`src/rtl/tetris_input_if.sv`:
```
// Button / command bundle between the raw input pins and the piece controller.
// Optional hard-drop signals appear when TETRIS_INPUT_HARD_DROP_EN is defined.
interface tetris_input_if;
    logic       btn_left;
    logic       btn_right;
    logic       btn_down;
    logic       btn_rotate;
    logic [3:0] level;
    logic       pause;
    logic       move_left;
    logic       move_right;
    logic       move_down;
    logic       rotate;
    logic       tick;
`ifdef TETRIS_INPUT_HARD_DROP_EN
    logic       btn_drop;
    logic       hard_drop;
`endif

    // board / stimulus side: drives buttons, level and pause
    modport master (
        output btn_left, btn_right, btn_down, btn_rotate, level, pause,
        input  move_left, move_right, move_down, rotate, tick
`ifdef TETRIS_INPUT_HARD_DROP_EN
        , output btn_drop
        , input  hard_drop
`endif
    );

    // input controller side: consumes buttons, produces command pulses
    modport slave (
        input  btn_left, btn_right, btn_down, btn_rotate, level, pause,
        output move_left, move_right, move_down, rotate, tick
`ifdef TETRIS_INPUT_HARD_DROP_EN
        , input  btn_drop
        , output hard_drop
`endif
    );
endinterface

```
`src/rtl/tetris_input_ctrl.sv`:
```
// Tetris input controller: button sync/debounce, press edges, DAS/ARR
// auto-repeat, left+right cancel, pause and level-dependent gravity tick.
// Define TETRIS_INPUT_HARD_DROP_EN to add the btn_drop -> hard_drop lane.

// One button lane: 2-FF synchronizer followed by a stability-count debouncer.
module tetris_btn_db #(
    parameter int unsigned DB_CYCLES = 250000
) (
    input  logic clk,
    input  logic reset,
    input  logic btn,
    output logic deb
);
    localparam logic [23:0] DB_LAST = 24'(DB_CYCLES - 1);

    logic        sync1;
    logic        sync2;
    logic [23:0] cnt;

    // bring the asynchronous pin into the clock domain
    always_ff @(posedge clk or negedge reset) begin
        if (!reset) begin
            sync1 <= 1'b0;
            sync2 <= 1'b0;
        end else begin
            sync1 <= btn;
            sync2 <= sync1;
        end
    end

    // accept a new level only after it has differed for DB_CYCLES cycles
    always_ff @(posedge clk or negedge reset) begin
        if (!reset) begin
            cnt <= '0;
            deb <= 1'b0;
        end else if (sync2 == deb) begin
            cnt <= '0;
        end else if (cnt == DB_LAST) begin
            cnt <= '0;
            deb <= sync2;
        end else begin
            cnt <= cnt + 24'd1;
        end
    end
endmodule

// Auto-repeat for one direction: first pulse on press, next after DAS,
// then every ARR while held. hold forces IDLE (pause or left+right cancel).
module tetris_btn_rpt #(
    parameter int unsigned DAS_CYCLES = 4000000,
    parameter int unsigned ARR_CYCLES = 1250000
) (
    input  logic clk,
    input  logic reset,
    input  logic deb,
    input  logic press,
    input  logic hold,
    output logic fire
);
    localparam logic [23:0] DAS_LAST = 24'(DAS_CYCLES - 1);
    localparam logic [23:0] ARR_LAST = 24'(ARR_CYCLES - 1);

    typedef enum logic [1:0] {IDLE, DELAY, REPEAT} rpt_state_e;

    rpt_state_e  state, state_next;
    logic [23:0] cnt, cnt_next;

    // state and interval counter
    always_ff @(posedge clk or negedge reset) begin
        if (!reset) begin
            state <= IDLE;
            cnt   <= '0;
        end else begin
            state <= state_next;
            cnt   <= cnt_next;
        end
    end

    // release or hold drops straight back to IDLE without a pulse
    always_comb begin
        state_next = state;
        cnt_next   = cnt;
        fire       = 1'b0;
        if (hold || !deb) begin
            state_next = IDLE;
            cnt_next   = '0;
        end else begin
            case (state)
                IDLE: begin
                    if (press) begin
                        fire       = 1'b1;
                        state_next = DELAY;
                        cnt_next   = '0;
                    end
                end
                DELAY: begin
                    if (cnt == DAS_LAST) begin
                        fire       = 1'b1;
                        state_next = REPEAT;
                        cnt_next   = '0;
                    end else begin
                        cnt_next = cnt + 24'd1;
                    end
                end
                REPEAT: begin
                    if (cnt == ARR_LAST) begin
                        fire     = 1'b1;
                        cnt_next = '0;
                    end else begin
                        cnt_next = cnt + 24'd1;
                    end
                end
                default: begin
                    state_next = IDLE;
                    cnt_next   = '0;
                end
            endcase
        end
    end
endmodule

module tetris_input_ctrl #(
    parameter int unsigned DB_CYCLES  = 250000,
    parameter int unsigned DAS_CYCLES = 4000000,
    parameter int unsigned ARR_CYCLES = 1250000,
    parameter int unsigned TICK_BASE  = 12500000,
    parameter int unsigned TICK_STEP  = 1000000,
    parameter int unsigned TICK_MIN   = 1250000
) (
    input  logic          clk,
    input  logic          reset,
    tetris_input_if.slave bus
);
`ifdef TETRIS_INPUT_HARD_DROP_EN
    localparam int NUM_BTN = 5;
`else
    localparam int NUM_BTN = 4;
`endif
    // lanes 0..2 auto-repeat; lanes from 3 up are one-shot
    localparam int NUM_RPT = 3;
    localparam int B_LEFT  = 0;
    localparam int B_RIGHT = 1;
    localparam int B_DOWN  = 2;
    localparam int B_ROT   = 3;

    localparam logic [27:0] BASE_W = 28'(TICK_BASE);
    localparam logic [27:0] STEP_W = 28'(TICK_STEP);
    localparam logic [27:0] MIN_W  = 28'(TICK_MIN);

    logic [NUM_BTN-1:0] btn_raw;
    logic [NUM_BTN-1:0] deb;
    logic [NUM_BTN-1:0] deb_q;
    logic [NUM_BTN-1:0] press;
    logic [NUM_BTN-1:0] fire;
    logic [NUM_BTN-1:0] cmd_q;
    logic [NUM_RPT-1:0] rpt_hold;
    logic [NUM_RPT-1:0] rpt_fire;
    logic               lr_cancel;
    logic               grav_clr;
    logic [27:0]        level_prod;
    logic [27:0]        period_raw;
    logic [27:0]        period;
    logic [23:0]        grav_cnt;
    logic               tick_q;

`ifdef TETRIS_INPUT_HARD_DROP_EN
    assign btn_raw = {bus.btn_drop, bus.btn_rotate, bus.btn_down, bus.btn_right, bus.btn_left};
`else
    assign btn_raw = {bus.btn_rotate, bus.btn_down, bus.btn_right, bus.btn_left};
`endif

    tetris_btn_db #(.DB_CYCLES(DB_CYCLES)) u_db [NUM_BTN-1:0] (
        .clk   (clk),
        .reset (reset),
        .btn   (btn_raw),
        .deb   (deb)
    );

    // previous debounced state; a 0->1 step is a press
    always_ff @(posedge clk or negedge reset) begin
        if (!reset) deb_q <= '0;
        else        deb_q <= deb;
    end

    assign press     = deb & ~deb_q;
    // both sideways buttons held: neither moves, and the surviving press is spent
    assign lr_cancel = deb[B_LEFT] & deb[B_RIGHT];
    assign rpt_hold  = {bus.pause, {2{bus.pause | lr_cancel}}};

    tetris_btn_rpt #(.DAS_CYCLES(DAS_CYCLES), .ARR_CYCLES(ARR_CYCLES)) u_rpt [NUM_RPT-1:0] (
        .clk   (clk),
        .reset (reset),
        .deb   (deb[NUM_RPT-1:0]),
        .press (press[NUM_RPT-1:0]),
        .hold  (rpt_hold),
        .fire  (rpt_fire)
    );

    // merge repeat lanes with one-shot lanes; pause silences everything
    always_comb begin
        fire = '0;
        fire[NUM_RPT-1:0] = rpt_fire;
        for (int i = NUM_RPT; i < NUM_BTN; i++) fire[i] = press[i] & ~bus.pause;
    end

    // registered command pulses
    always_ff @(posedge clk or negedge reset) begin
        if (!reset) cmd_q <= '0;
        else        cmd_q <= fire;
    end

    assign bus.move_left  = cmd_q[B_LEFT];
    assign bus.move_right = cmd_q[B_RIGHT];
    assign bus.move_down  = cmd_q[B_DOWN];
    assign bus.rotate     = cmd_q[B_ROT];
`ifdef TETRIS_INPUT_HARD_DROP_EN
    assign bus.hard_drop  = cmd_q[4];
    assign grav_clr       = fire[B_DOWN] | fire[4];
`else
    assign grav_clr       = fire[B_DOWN];
`endif

    // gravity period with saturating subtract and floor; level 15 * step fits 28 bits
    always_comb begin
        level_prod = 28'(bus.level) * STEP_W;
        period_raw = (level_prod >= BASE_W) ? 28'd0 : (BASE_W - level_prod);
        period     = (period_raw < MIN_W) ? MIN_W : period_raw;
    end

    // gravity counter; >= catches a shorter period after a level change
    always_ff @(posedge clk or negedge reset) begin
        if (!reset) begin
            grav_cnt <= '0;
            tick_q   <= 1'b0;
        end else if (bus.pause) begin
            tick_q <= 1'b0;
        end else if (grav_clr) begin
            grav_cnt <= '0;
            tick_q   <= 1'b0;
        end else if ({4'd0, grav_cnt} >= (period - 28'd1)) begin
            grav_cnt <= '0;
            tick_q   <= 1'b1;
        end else begin
            grav_cnt <= grav_cnt + 24'd1;
            tick_q   <= 1'b0;
        end
    end

    assign bus.tick = tick_q;
endmodule
```
`src/flat_wrapper.sv`:
```
// flat-port wrapper written by rule: the top's interface ports become plain ports
module tetris_input_ctrl_flat 
#(
    parameter int unsigned DB_CYCLES  = 250000,
    parameter int unsigned DAS_CYCLES = 4000000,
    parameter int unsigned ARR_CYCLES = 1250000,
    parameter int unsigned TICK_BASE  = 12500000,
    parameter int unsigned TICK_STEP  = 1000000,
    parameter int unsigned TICK_MIN   = 1250000
)
  (clk, reset, bus_btn_left, bus_btn_right, bus_btn_down, bus_btn_rotate, bus_level, bus_pause, bus_move_left, bus_move_right, bus_move_down, bus_rotate, bus_tick);
  tetris_input_if bus_i ();
  input  logic clk;
  input  logic reset;
  input wire logic [$bits(bus_i.btn_left)-1:0] bus_btn_left;
  input wire logic [$bits(bus_i.btn_right)-1:0] bus_btn_right;
  input wire logic [$bits(bus_i.btn_down)-1:0] bus_btn_down;
  input wire logic [$bits(bus_i.btn_rotate)-1:0] bus_btn_rotate;
  input wire logic [$bits(bus_i.level)-1:0] bus_level;
  input wire logic [$bits(bus_i.pause)-1:0] bus_pause;
  output wire logic [$bits(bus_i.move_left)-1:0] bus_move_left;
  output wire logic [$bits(bus_i.move_right)-1:0] bus_move_right;
  output wire logic [$bits(bus_i.move_down)-1:0] bus_move_down;
  output wire logic [$bits(bus_i.rotate)-1:0] bus_rotate;
  output wire logic [$bits(bus_i.tick)-1:0] bus_tick;
  assign bus_i.btn_left = bus_btn_left;
  assign bus_i.btn_right = bus_btn_right;
  assign bus_i.btn_down = bus_btn_down;
  assign bus_i.btn_rotate = bus_btn_rotate;
  assign bus_i.level = bus_level;
  assign bus_i.pause = bus_pause;
  assign bus_move_left = bus_i.move_left;
  assign bus_move_right = bus_i.move_right;
  assign bus_move_down = bus_i.move_down;
  assign bus_rotate = bus_i.rotate;
  assign bus_tick = bus_i.tick;
  tetris_input_ctrl #(.DB_CYCLES(DB_CYCLES), .DAS_CYCLES(DAS_CYCLES), .ARR_CYCLES(ARR_CYCLES), .TICK_BASE(TICK_BASE), .TICK_STEP(TICK_STEP), .TICK_MIN(TICK_MIN)) u_core (.clk(clk), .reset(reset), .bus(bus_i));
endmodule
```
`config.mk`:
```
export PLATFORM = sky130hd
export DESIGN_NAME = tetris_input_ctrl_flat
export DESIGN_NICKNAME = d
export VERILOG_FILES = /design/src/rtl/tetris_input_if.sv /design/src/rtl/tetris_input_ctrl.sv /design/src/flat_wrapper.sv
export SDC_FILE = /design/constraint.sdc
export NUM_CORES = 1
export LEC_CHECK = 0
export ABC_AREA = 0
export BUFFER_PORTS_ARGS = -buffer_cell sky130_fd_sc_hd__buf_4
export CORE_MARGIN = 5
export CORE_UTILIZATION = 45
export DETAILED_ROUTE_END_ITERATION = 16
export HOLD_SLACK_MARGIN = 0.12
export PLACE_DENSITY = 0.68
export SETUP_SLACK_MARGIN = 0.15
export SLEW_MARGIN = 25
export SYNTH_ARGS = -nofsm -noshare
export SYNTH_HDL_FRONTEND = slang
export SYNTH_SLANG_ARGS = --single-unit
```
`constraint.sdc`:
```
create_clock -name clk -period 6.53 [get_ports clk]
set_input_delay 1.306 -clock clk [delete_from_list [all_inputs] [get_ports clk]]
set_output_delay 1.306 -clock clk [all_outputs]
set_load 0.1 [all_outputs]
```
* Word level (Yosys, flattened, before mapping)
Cells that the tools add are included.
Operators by class: $add $sub $neg 10, $mul 1, magnitude comparators 3, equality and inequality tests 29, multiplexer cells 57, bitwise logic cells 10, reductions and logical operators 16
Operators with widths (number):
- 2-to-1 mux 24 bit | 22
- case mux 24 bit (3 select lines) | 3
- adder 24 x 1 -> 24 bit, second input constant | 8
- equality test 24 x 18 -> 1 bit, second input constant | 4
- equality test 24 x 21 -> 1 bit, second input constant | 3
- equality test 24 x 22 -> 1 bit, second input constant | 3
- 2-to-1 mux 28 bit | 2
- >= comparator 24 x 28 -> 1 bit | 1
- < comparator 28 x 21 -> 1 bit, second input constant | 1
- subtractor 28 x 1 -> 28 bit, second input constant | 1
- subtractor 24 x 24 -> 25 bit, first input constant | 1
- >= comparator 24 bit, second input constant | 1
- multiplier 4 x 14 -> 18 bit, second input constant | 1
- 2-to-1 mux 2 bit | 9
- case mux 2 bit (3 select lines) | 3
- 2-to-1 mux 1 bit | 15
- inequality test 3 x 2 -> 1 bit, second input constant | 3
- inequality test 3 bit, second input constant | 3
- case mux 1 bit (3 select lines) | 3
- AND reduction 3 bit | 3
- AND reduction 2 bit | 4
- equality test 2 x 1 -> 1 bit, second input constant | 3
- equality test 2 bit, second input constant | 3
- zero test 2 bit | 3
- other kinds (9) | 23
Storage, ports and cells: register bits after elaboration 219, input bits 11, word-level logic and storage cells 152

* Depth between registers and ports, before layout
depth after elaboration 10, gate-level depth with buffers 26

* By module
Synthesis repeated with hierarchy kept, for this count alone.
Unflattened totals: cells, all modules 1422, area total of the unflattened synthesis 13406.6 sq um
By module, submodules not included:
- tetris_btn_db | instances 4, cells an instance 131, area each 1338.8 sq um
- tetris_btn_rpt | instances 3, cells an instance 165, area each 1557.7 sq um
- tetris_input_ctrl | instances 1, cells an instance 403, area each 3378.2 sq um

* Worst setup path before layout
OpenSTA, ideal clock, no wires.
kind input to register, start input bus_level[1], end register u_core.grav_cnt[20], library setup time 95 ps, data arrival time 6461 ps, required time 6435 ps, slack -26 ps, stages 22, path buffers 2, path through fa_1 inv_1 fa_1 inv_1 ha_1 a21o_1 a21oi_1 xor2_1 or4b_1 a31o_2 a221o_1 buf_2 nand2b_1 ha_1 a21o_1 a2111oi_0 o21ai_0 a211o_1 a21oi_4 buf_4 nand3b_1 o31ai_1
On the way: cells in the longest elaborated chain, start to end 9, elaborated cells between the ends (all ways) 10
Ends and longest elaborated chain:
- from (decl) | line flat_wrapper.sv:19 | input wire logic [$bits(bus_i.level)-1:0] bus_level;
- multiplier 4 x 14 -> 18 bit * | line tetris_input_ctrl.sv:225 | level_prod = 28'(bus.level) * STEP_W;
- subtractor 24 x 24 -> 25 bit / >= comparator 24 bit (equally long branches) | line tetris_input_ctrl.sv:226 | period_raw = (level_prod >= BASE_W) ? 28'd0 : (BASE_W - level_prod);
- 2-to-1 mux 28 bit * | line tetris_input_ctrl.sv:226
- < comparator 28 x 21 -> 1 bit | line tetris_input_ctrl.sv:227 | period = (period_raw < MIN_W) ? MIN_W : period_raw;
- 2-to-1 mux 28 bit * | line tetris_input_ctrl.sv:227
- subtractor 28 x 1 -> 28 bit * | line tetris_input_ctrl.sv:240 | end else if ({4'd0, grav_cnt} >= (period - 28'd1)) begin
- >= comparator 24 x 28 -> 1 bit * | line tetris_input_ctrl.sv:240
- 2-to-1 mux 24 bit * | line tetris_input_ctrl.sv:240
- 2-to-1 mux 24 bit * | line tetris_input_ctrl.sv:237 | end else if (grav_clr) begin
- to (signal assigned) | line tetris_input_ctrl.sv:244 | grav_cnt <= grav_cnt + 24'd1;
- to (decl) | line tetris_input_ctrl.sv:163 | logic [23:0] grav_cnt;
Every way passes the cells marked *; elsewhere a longest branch is shown, timed or not. A chain may end at the register's enable or synchronous reset.

* Worst setup path after layout
start input bus_level[3], end register u_core.grav_cnt[15]
The elaborated chain is that of the path after synthesis.

==> results.md <==
* Status: completed
* Crit path largest cell delay at 560 ps
* RePlAce Congestion at 0.870
* Dpl hpwl at 17300 um
* Crit path max-delay family: compound AO/OA/AOI/OAI gates
* CTS Hold Buffers Added at 0
* Seq. cell area at roughly 5500 um2
* Worst Tran Pin Value at 765 ps
* CTS tree: yes
* Clk sink count at 219
* Avg Cell Area, Syn at approximately 9.2 um2
* Number of DRC markers in iteration 0 at approximately 690
* WL per Instance at ~14 um
* Post-synth top cells: 219 x dfrtp_1, 188 x nor2_1, 129 x nand2_1
* Core region area at 27800 um2
* Final setup vio count at 0
* Max clock buf depth at 3
* Max transition margin at 0.490
* Most common cell in the netlist: dfrtp_1
* RSZ-0062 raised after global routing: no
* Area grow syn2layout at 14.3%
* Minimum clock period at 6130 ps
* Yosys reg bits at roughly 220
* Port-buffer cells at 15
* # diodes at 0
* Post-synthesis sequential area ratio at 0.433
* Die Height at 178 um
* Vias in the first global route at 9559
* Final Cell Area at 14500 um2
* GRT Util Overall at 0.163
* Type of origin of the critical path: primary input
* Routed vias at 10000
* Max Fclk at 163 MHz
* Initial core utilization at 0.455
* Worst endpoint required time at ~7000 ps
* Netlist cell types at 76
* Worst Skew at around 14 ps
* H-tree depth at 1
* Max FO, Critical Path at 8
* Num ports at 16
* Num CTS Buffers at 25
* Worst Min Path Start: u_core.u_db[3].sync1
* P per Cell Area at 268 nW/um2
* Fin util at 0.521
* # nets final at roughly 1500
* Post-synth EDFFs at 0
* FP Rows at 61
* Max-cap violations at 0
* Synth Flop Type: dfrtp_1
* Fin crit share at 0.938
* Layout cells sized above 1 at 0.103
* Crit Path Category: primary input to register
* Initial antenna violation count at 0
* Synth Cell Area at 12700 um2
* CP max stage cell: fa_1
* Routed WL at 25700 um
* Clock-pin slew on the worst setup and hold paths at 60 ps
* Total gr overflow at 0
* Synth warn at 0
* CP Cell Sequence: buf_4, fa_1, inv_1, fa_1, inv_2, ha_4, buf_4, xor2_2, nand3_1, or4b_1, a31o_2, a221o_2, inv_2, a31oi_1, ha_1, a2111oi_2, o21ai_1, a211o_1, a21oi_4, clkbuf_16, a21oi_1, o21ai_1
* Cell taking the most area after synthesis: dfrtp_1
* Die Footprint at 31600 um2
* Worst R2R Start: u_core.u_rpt[2].cnt[8]
* Sink of the worst hold path: u_core.u_db[3].sync2
* Global-route wire length before repair at 44500 um
* FF-to-FF End: u_core.grav_cnt[14]
* Crit. End Element: register
* Async S/R FF share, synth at 1.00
* Hold Path Depth at 0
* Top cell type's share of synthesized area at 0.433
* Root Buffer: clkbuf_16
* Placed Area at 13500 um2
* Net Count, Synth at 1457
* WP buf/inv at 6
* Max-slew violation count at 0
* Die width at 178 um
* Multi-input combinational cell area at 6920 um2
* CP arrival at roughly 6600 ps
* Antenna viol nets, final at 0
* Clk_lat worst skew at 530 ps
* # fillers at 2561
* Area contributors post-synth: dfrtp_1 43%, ha_1 6.3%, xor2_1 5.8%, nor2_1 5.6%, nand2_1 3.8%
* Worst Hold Class: register to register
* P_leak at 6.36 nW
* Reg2reg path depth at 9
* Pin count of the biggest net entering global routing at between 80 and 90
* WP depth at 22
* Synth Instances at 1377
* Total iterations of the first detailed-routing run at 5
* Hold Fails Final Rpt at 0
* DRC violations left at 0
* Via-to-Cell Ratio at 5.48
* R2R Setup Slk at 3500 ps
* Max rail drop VDD at about 0.21 mV
## layer usage
metal | track usage | routed length [um] | up-vias
met3 | 0.0217 | 674 | 37
met1 | 0.231 | 12500 | 4887
met2 | 0.268 | 12000 | 116
li1 | - | - | 4991
met5 | 0 | 0 | -
met4 | 0.0348 | 524 | 0
## worst max-delay path by stage
| stage | start | to |
|---|---|---|
| 3_3_place_gp | bus_level[1] | u_core.grav_cnt[9] |
| 5_1_grt | bus_level[3] | u_core.grav_cnt[15] |
| 3_5_place_dp | bus_level[1] | u_core.grav_cnt[16] |
| 2_1_floorplan | bus_level[1] | u_core.grav_cnt[20] |
| 4_1_cts | bus_level[1] | u_core.grav_cnt[8] |
| 6_report | bus_level[3] | u_core.grav_cnt[15] |
## kinds of logic (layout without fill, tap and decap cells)
group / Yosys count / in the layout / share of synthesized area
other: 1 / 1 / 0.000296
adder cells (fa/ha/maj): 69 / 69 / 0.0712
AO/OA/AOI/OAI: 205 / 205 / 0.105
AND/OR/NAND/NOR: 662 / 662 / 0.263
XOR/XNOR: 134 / 134 / 0.0934
buffers and inverters: 76 / 153 / 0.0243
flip-flops: 219 / 219 / 0.433
multiplexers: 11 / 11 / 0.00930
## worst register-to-register path, stage by stage, from the launching register on
cell and delay, ps:
dfrtp_1 460, or4_4 560, nor3_2 190, nand4_1 180
or2_1 300, a2111oi_4 490, a21oi_4 130, buf_12 170
and3_1 170, a221o_1 250
## repair_timing
action | 4_1_cts | 5_1_grt
endpoints found under the hold margin | 0 | 0
setup endpoints to repair | 0 | 23
setup buffers | 0 | 3
gates resized for setup | 0 | 15
## sequential cells by signal, indices dropped and copies added (netlist names)
| register | cells |
|---|---|
| u_core.grav_cnt | 24 |
| u_core.bus.tick | 1 |
| u_core.cmd_q | 4 |
| u_core.deb_q | 4 |
| u_core.u_db.sync2 | 4 |
| u_core.u_rpt.cnt | 72 |
| u_core.u_db.sync1 | 4 |
| u_core.u_rpt.state | 6 |
| u_core.u_db.cnt | 96 |
| u_core.u_db.deb | 4 |
## final cells by class
cell class | count | area share
well taps | 378 | 0.0327
flip-flops and latches | 219 | 0.379
clock buffers | 36 | 0.0523
clock inverters | 10 | 0.00787
repair buffers | 67 | 0.0391
multi-input cells | 1082 | 0.479
inverters | 40 | 0.0104
## through the flow
| step | setup TNS (ps) | std cells | setup slack (ps) | power [mW] | hold WS, ps |
|---|---|---|---|---|---|
| floorplan | 0 | 1377 | 155 | 2.08 | 331 |
| global placement | -2330 | 1781 | -140 | 2.32 | 336 |
| detailed placement | -3450 | 1781 | -192 | 2.34 | 335 |
| CTS | 0 | 1827 | 349 | 3.81 | 347 |
| global route | 0 | 1832 | 129 | 4.09 | 366 |
| finish | 0 | 1832 | 403 | 3.87 | 344 |
## power by group
part,leakage [nW],switching [mW],internal [mW]
registers,3.00,0.0849,1.42
clock network,0.432,0.560,0.885
logic,2.92,0.465,0.459
## layout by cell type, fill, tap and decap left out, drive strengths merged, types with 41 or more instances in the layout
cell type,Yosys,layout
ha,64,64
o21ai,75,75
nand2,129,129
xor2,85,85
dfrtp,219,219
and3,68,68
xnor2,49,49
inv,40,41
buf,6,65
nor2,188,188
nand3,93,93
a21oi,44,44
Power figures use the tool's default switching activity.
